## config.mk

```make
export PLATFORM = sky130hd
export DESIGN_NAME = order_engine
export DESIGN_NICKNAME = d
export VERILOG_FILES = /design/src/rtl/order_engine.sv
export SDC_FILE = /design/constraint.sdc
export NUM_CORES = 1
export LEC_CHECK = 0
export BUFFER_PORTS_ARGS = -buffer_cell sky130_fd_sc_hd__buf_2
export CAP_MARGIN = 20
export CORE_ASPECT_RATIO = 1.2
export CORE_MARGIN = 2
export CORE_UTILIZATION = 43
export DETAILED_ROUTE_END_ITERATION = 10
export PLACE_DENSITY = 0.89
export RECOVER_POWER = 50
export SYNTH_ARGS = -nofsm -noshare
export SYNTH_HDL_FRONTEND = slang
export SYNTH_SLANG_ARGS = --single-unit
export TNS_END_PERCENT = 50
```

## constraint.sdc

```tcl
create_clock -name clk -period 2.5 [get_ports clk]
set_input_delay 0 -clock clk [delete_from_list [all_inputs] [get_ports clk]]
set_output_delay 0 -clock clk [all_outputs]
set_load 0.005 [all_outputs]
```

## src/rtl/order_engine.sv

```systemverilog
// Order engine: turns (signal, allow, kill) beats into fixed-size buy/sell orders
// and tracks net position. Optional post-order dead time under QS_ORDER_COOLDOWN_EN.
module order_engine #(
  parameter logic signed [31:0] SIG_THRESH      = 32'sh0000_8000,
  parameter logic signed [31:0] ORDER_QTY       = 32'sh0001_0000,
  parameter logic signed [31:0] POS_LIMIT       = 32'sh000A_0000,
  parameter int                 COOLDOWN_CYCLES = 8
) (
  input  logic        clk,
  input  logic        rst_n,
  input  logic        in_valid,
  output logic        in_ready,
  input  logic [31:0] signal_in,
  input  logic        allow_trade,
  input  logic        kill_switch,
  output logic        ord_valid,
  input  logic        ord_ready,
  output logic        ord_side,
  output logic [31:0] ord_qty,
  output logic [31:0] position_out,
  output logic        halted,
  input  logic        clear_halt
);

`ifdef QS_ORDER_COOLDOWN_EN
  typedef enum logic [1:0] {IDLE, ISSUE, COOLDOWN, HALT} state_t;
  localparam int CW = (COOLDOWN_CYCLES > 1) ? $clog2(COOLDOWN_CYCLES + 1) : 1;
  logic [CW-1:0] cnt, cnt_n;
`else
  typedef enum logic [1:0] {IDLE, ISSUE, HALT} state_t;
`endif

  state_t      state, state_n;
  logic        side_n;
  logic [31:0] qty_n, pos_n;
  logic        accept, buy_ok, sell_ok;

  // 33-bit sign-extended position arithmetic so limit checks never wrap
  logic signed [32:0] pos_x, qty_x, lim_x, buy_sum, sell_sum;
  assign pos_x    = {position_out[31], position_out};
  assign qty_x    = {ORDER_QTY[31], ORDER_QTY};
  assign lim_x    = {POS_LIMIT[31], POS_LIMIT};
  assign buy_sum  = pos_x + qty_x;
  assign sell_sum = pos_x - qty_x;

  assign in_ready = (state == IDLE) || (state == HALT);
  assign accept   = in_valid && in_ready;
  assign buy_ok   = ($signed(signal_in) > SIG_THRESH) && (buy_sum <= lim_x);
  assign sell_ok  = ($signed(signal_in) < -SIG_THRESH) && (sell_sum >= -lim_x);

  always_comb begin
    state_n = state;
    side_n  = ord_side;
    qty_n   = ord_qty;
    pos_n   = position_out;
`ifdef QS_ORDER_COOLDOWN_EN
    cnt_n   = cnt;
`endif
    case (state)
      IDLE: if (accept) begin
        if (kill_switch)       state_n = HALT;
        else if (!allow_trade) state_n = IDLE;
        else if (buy_ok)  begin state_n = ISSUE; side_n = 1'b1; qty_n = ORDER_QTY; end
        else if (sell_ok) begin state_n = ISSUE; side_n = 1'b0; qty_n = ORDER_QTY; end
      end
      ISSUE: if (ord_ready) begin
        pos_n = ord_side ? buy_sum[31:0] : sell_sum[31:0];
        qty_n = '0;
`ifdef QS_ORDER_COOLDOWN_EN
        if (COOLDOWN_CYCLES == 0) state_n = IDLE;
        else begin
          state_n = COOLDOWN;
          cnt_n   = CW'(COOLDOWN_CYCLES);
        end
`else
        state_n = IDLE;
`endif
      end
`ifdef QS_ORDER_COOLDOWN_EN
      COOLDOWN: begin
        cnt_n = cnt - 1'b1;
        if (cnt <= CW'(1)) state_n = IDLE;
      end
`endif
      HALT: if (clear_halt) state_n = IDLE;
      default: state_n = IDLE;
    endcase
  end

  always_ff @(posedge clk or negedge rst_n) begin
    if (!rst_n) state <= IDLE;
    else        state <= state_n;
  end

  // Outputs are registered copies of the next-state decode
  always_ff @(posedge clk or negedge rst_n) begin
    if (!rst_n) begin
      ord_valid    <= 1'b0;
      ord_side     <= 1'b0;
      ord_qty      <= '0;
      position_out <= '0;
      halted       <= 1'b0;
`ifdef QS_ORDER_COOLDOWN_EN
      cnt          <= '0;
`endif
    end else begin
      ord_valid    <= (state_n == ISSUE);
      ord_side     <= side_n;
      ord_qty      <= qty_n;
      position_out <= pos_n;
      halted       <= (state_n == HALT);
`ifdef QS_ORDER_COOLDOWN_EN
      cnt          <= cnt_n;
`endif
    end
  end

endmodule

```

==> metrics.cfg <==
[critical_path]
crit_path_start = position_out[17]$_DFFE_PN0P_
crit-reg2reg-capture = ord_side$_DFFE_PN0P_
reg2regPathDepth = 10
critical_path_class = flip-flop to flip-flop
r2r_slack_ns = 0.11
cp.required_ns = 2.66
reg2reg_from = position_out[17]$_DFFE_PN0P_
startpoint_type = flip-flop
worstPathArrival_ns = 2.55
path_max_fanout = 6
end_kind = flip-flop

[layout]
drive_above_1_share = 0.293
design_area_mm2 = 0.00263
n_antenna_cell = 0
syn2layout_area_growth_pct = 17.3
fin_util = 0.528
fin_nets = 389
final_cell_mix = buf_2 (55), conb_1 (47), buf_4 (22)
final_common_cell = buf_2

[yosys]
netlist_instances = 276
syn-cell-area_mm2 = 0.00224
synth_edf_count = 0
synth-seq-cells = 22
synth-warning-count = 0
async_flop_share = 1.00
dominantRegCellSynth = dfrtp_1
synth.avg_cell_area_um2 = 8.11
ys_seq_area_frac = 0.246
synth.distinct_cells = 54

[grt]
overflow = 0
grt_max_degree = 26
grt_pass1_vias = 2073
antenna_found_initial = 0
grt_pass1_wl_um = 9160
grt.total_usage = 0.191

[die]
core_area_mm2 = 0.00497
die_area_mm2 = 0.00580
die_w_um = 69.9
start_util = 0.450
die_y_um = 83.0
io_pins = 107
rows = 28

[job]
maxCapViolCount = 0

[power]
swShare = 0.437
power.switching_w = 0.000818
vdd_drop_max_mv = 0.414
clock_power_share = 0.145
power_leakage_nw = 1.18
p_int_w = 0.00105
power_density_mw_per_mm2 = 712
combPwrFrac = 0.503
seqPwrFrac = 0.352

[timing]
final-max-slew-violation-count = 0
final_hold_viol_count = 2
relSlewSlack = 0.171
tightest_slew_ns = 1.24
skew_ns = 0.00509
min_period_ns = 2.39
setup_viol = 0
finalCritPeriodShare = 0.956
max_freq_mhz = 419
setup_tns_ns = 0
timing.hold.ws_ns = -0.00456
fin_ws_ns = 0.111

[clock_tree]
cts-root-buf = clkbuf_8
clock_path_buffers = 2
htree_levels = 1
path_clk_slew_ns = 0.09
clock_sinks = 22
cts_tree = yes
cts_buffers = 3
insertion_delay_ns = 0.28

[drt]
firstDrtPassIters = 4
wl_um = 5740
vias_per_cell = 5.35
dr.first_iter.drc_count = 79
wl_per_cell_um = 14.2
route.detailed.drc = 0
ant_nets = 0
vias = 2168

[status]
status = complete, but fails checks
violations = hold timing

[hold_path]
min_path_cells = 3
worstHoldStart = clear_halt
whs_endpoint = state[1]$_DFF_PN0_
min_path_type = input port to flip-flop

[placed_design]
place_ws_ns = 0.0165
place_congestion = 1.02
dp_hpwl_um = 4470
io_buffers = 59
place_area_mm2 = 0.00247

critical path, stage by stage, from the launching register on:
cell and delay (ns):
dfrtp_2 0.46, inv_2 0.08, ha_1 0.17, nor4b_4 0.28, nand4_1 0.20, buf_4 0.19
xnor2_1 0.15, o2111ai_2 0.16, nor4_4 0.34, o21ai_2 0.11, o2bb2ai_1 0.14
metrics by stage:
| step | hold slack [ns] | total power [W] | instances |
|---|---|---|---|
| floorplan | -0.296 | 0.00125 | 322 |
| global placement | -0.00355 | 0.00151 | 393 |
| detailed placement | 0.00777 | 0.00154 | 393 |
| CTS | 0.00773 | 0.00181 | 399 |
| global route | 0.0178 | 0.00202 | 405 |
| finish | -0.00456 | 0.00187 | 405 |
power by group through the flow:
stage / clock (W) / sequential (W) / combinational (W)
after CTS: 0.000275 / 0.000648 / 0.000890
final: 0.000272 / 0.000658 / 0.000940
after detailed placement: 0 / 0.000656 / 0.000879
after global placement: 0 / 0.000648 / 0.000863
after floorplan: 0 / 0.000540 / 0.000711
after global routing: 0.000300 / 0.000682 / 0.00104
repair_timing:
item                                   in CTS  in global routing
hold buffers                                2                  0
resized for setup                           0                 16
buffers inserted                            0                  6
setup endpoints to repair                   0                  4
endpoints found under the hold margin      23                  0
state kept, by name (all words and copies together) (netlist names):
signal,flops
state,2
position_out,16
ord_valid,1
halted,1
ord_side,1
ord_qty,1
cells in the mapped netlist, types with 2 or more instances:
library cell | count | area share
o21ai_0 | 11 | 0.025
clkbuf_1 | 11 | 0.018
a32oi_1 | 2 | 0.0078
inv_1 | 7 | 0.012
a31oi_1 | 2 | 0.0056
nor2_1 | 20 | 0.034
xor2_1 | 10 | 0.039
buf_2 | 3 | 0.0067
o22ai_1 | 3 | 0.0084
nor4b_1 | 2 | 0.0078
o31ai_1 | 2 | 0.0067
and2_1 | 4 | 0.011
nor4_1 | 11 | 0.031
o221ai_1 | 2 | 0.0078
nor3_2 | 2 | 0.0089
dfrtp_1 | 22 | 0.25
and3_1 | 4 | 0.011
mux2i_1 | 2 | 0.0089
o41ai_1 | 2 | 0.0078
o2111ai_1 | 2 | 0.0078
nand2_1 | 20 | 0.034
and4_1 | 2 | 0.0078
o21ai_1 | 2 | 0.0045
a211oi_1 | 2 | 0.0067
nand4_1 | 10 | 0.028
ha_1 | 4 | 0.022
nor3_1 | 5 | 0.011
or3_1 | 3 | 0.0084
a21oi_1 | 11 | 0.025
nand3_1 | 5 | 0.011
buf_4 | 48 | 0.16
xnor2_1 | 17 | 0.067
nand2b_1 | 2 | 0.0056
per-layer routing:
metal / GRT usage / part of all wire / vias up
li1: - / - / 1028
met1: 0.208 / 0.37 / 1001
met2: 0.352 / 0.52 / 122
met3: 0.0388 / 0.083 / 17
met4: 0.0804 / 0.024 / 0
met5: 0 / 0 / -
area by class of cell:
class | instances | area, um2
tap | 60 | 75.1
multi-input combinational | 229 | 1440
sequential | 22 | 554
clock buffer | 4 | 55.1
inverter | 7 | 26.3
fill | 462 | 2350
timing repair buffer | 83 | 475
kinds of logic after synthesis:
logic type,share of synthesized area
AO/OA/AOI/OAI,0.150
other,0.00168
XOR/XNOR,0.106
multiplexers,0.0140
buffers and inverters,0.205
flip-flops,0.246
AND/OR/NAND/NOR,0.252
adder cells (fa/ha/maj),0.0268
how the worst max path moves through the flow:
stage | to | slack, ns | cells after the start
CTS | state[0]$_DFF_PN0_ | 0.0008 | 8
global route | ord_side$_DFFE_PN0P_ | -0.05 | 10
finish | ord_side$_DFFE_PN0P_ | 0.11 | 10
global placement | ord_valid$_DFF_PN0_ | 0.1 | 8
detailed placement | state[0]$_DFF_PN0_ | 0.02 | 8
floorplan | ord_side$_DFFE_PN0P_ | 0.08 | 9
Power figures use the tool's default switching activity.
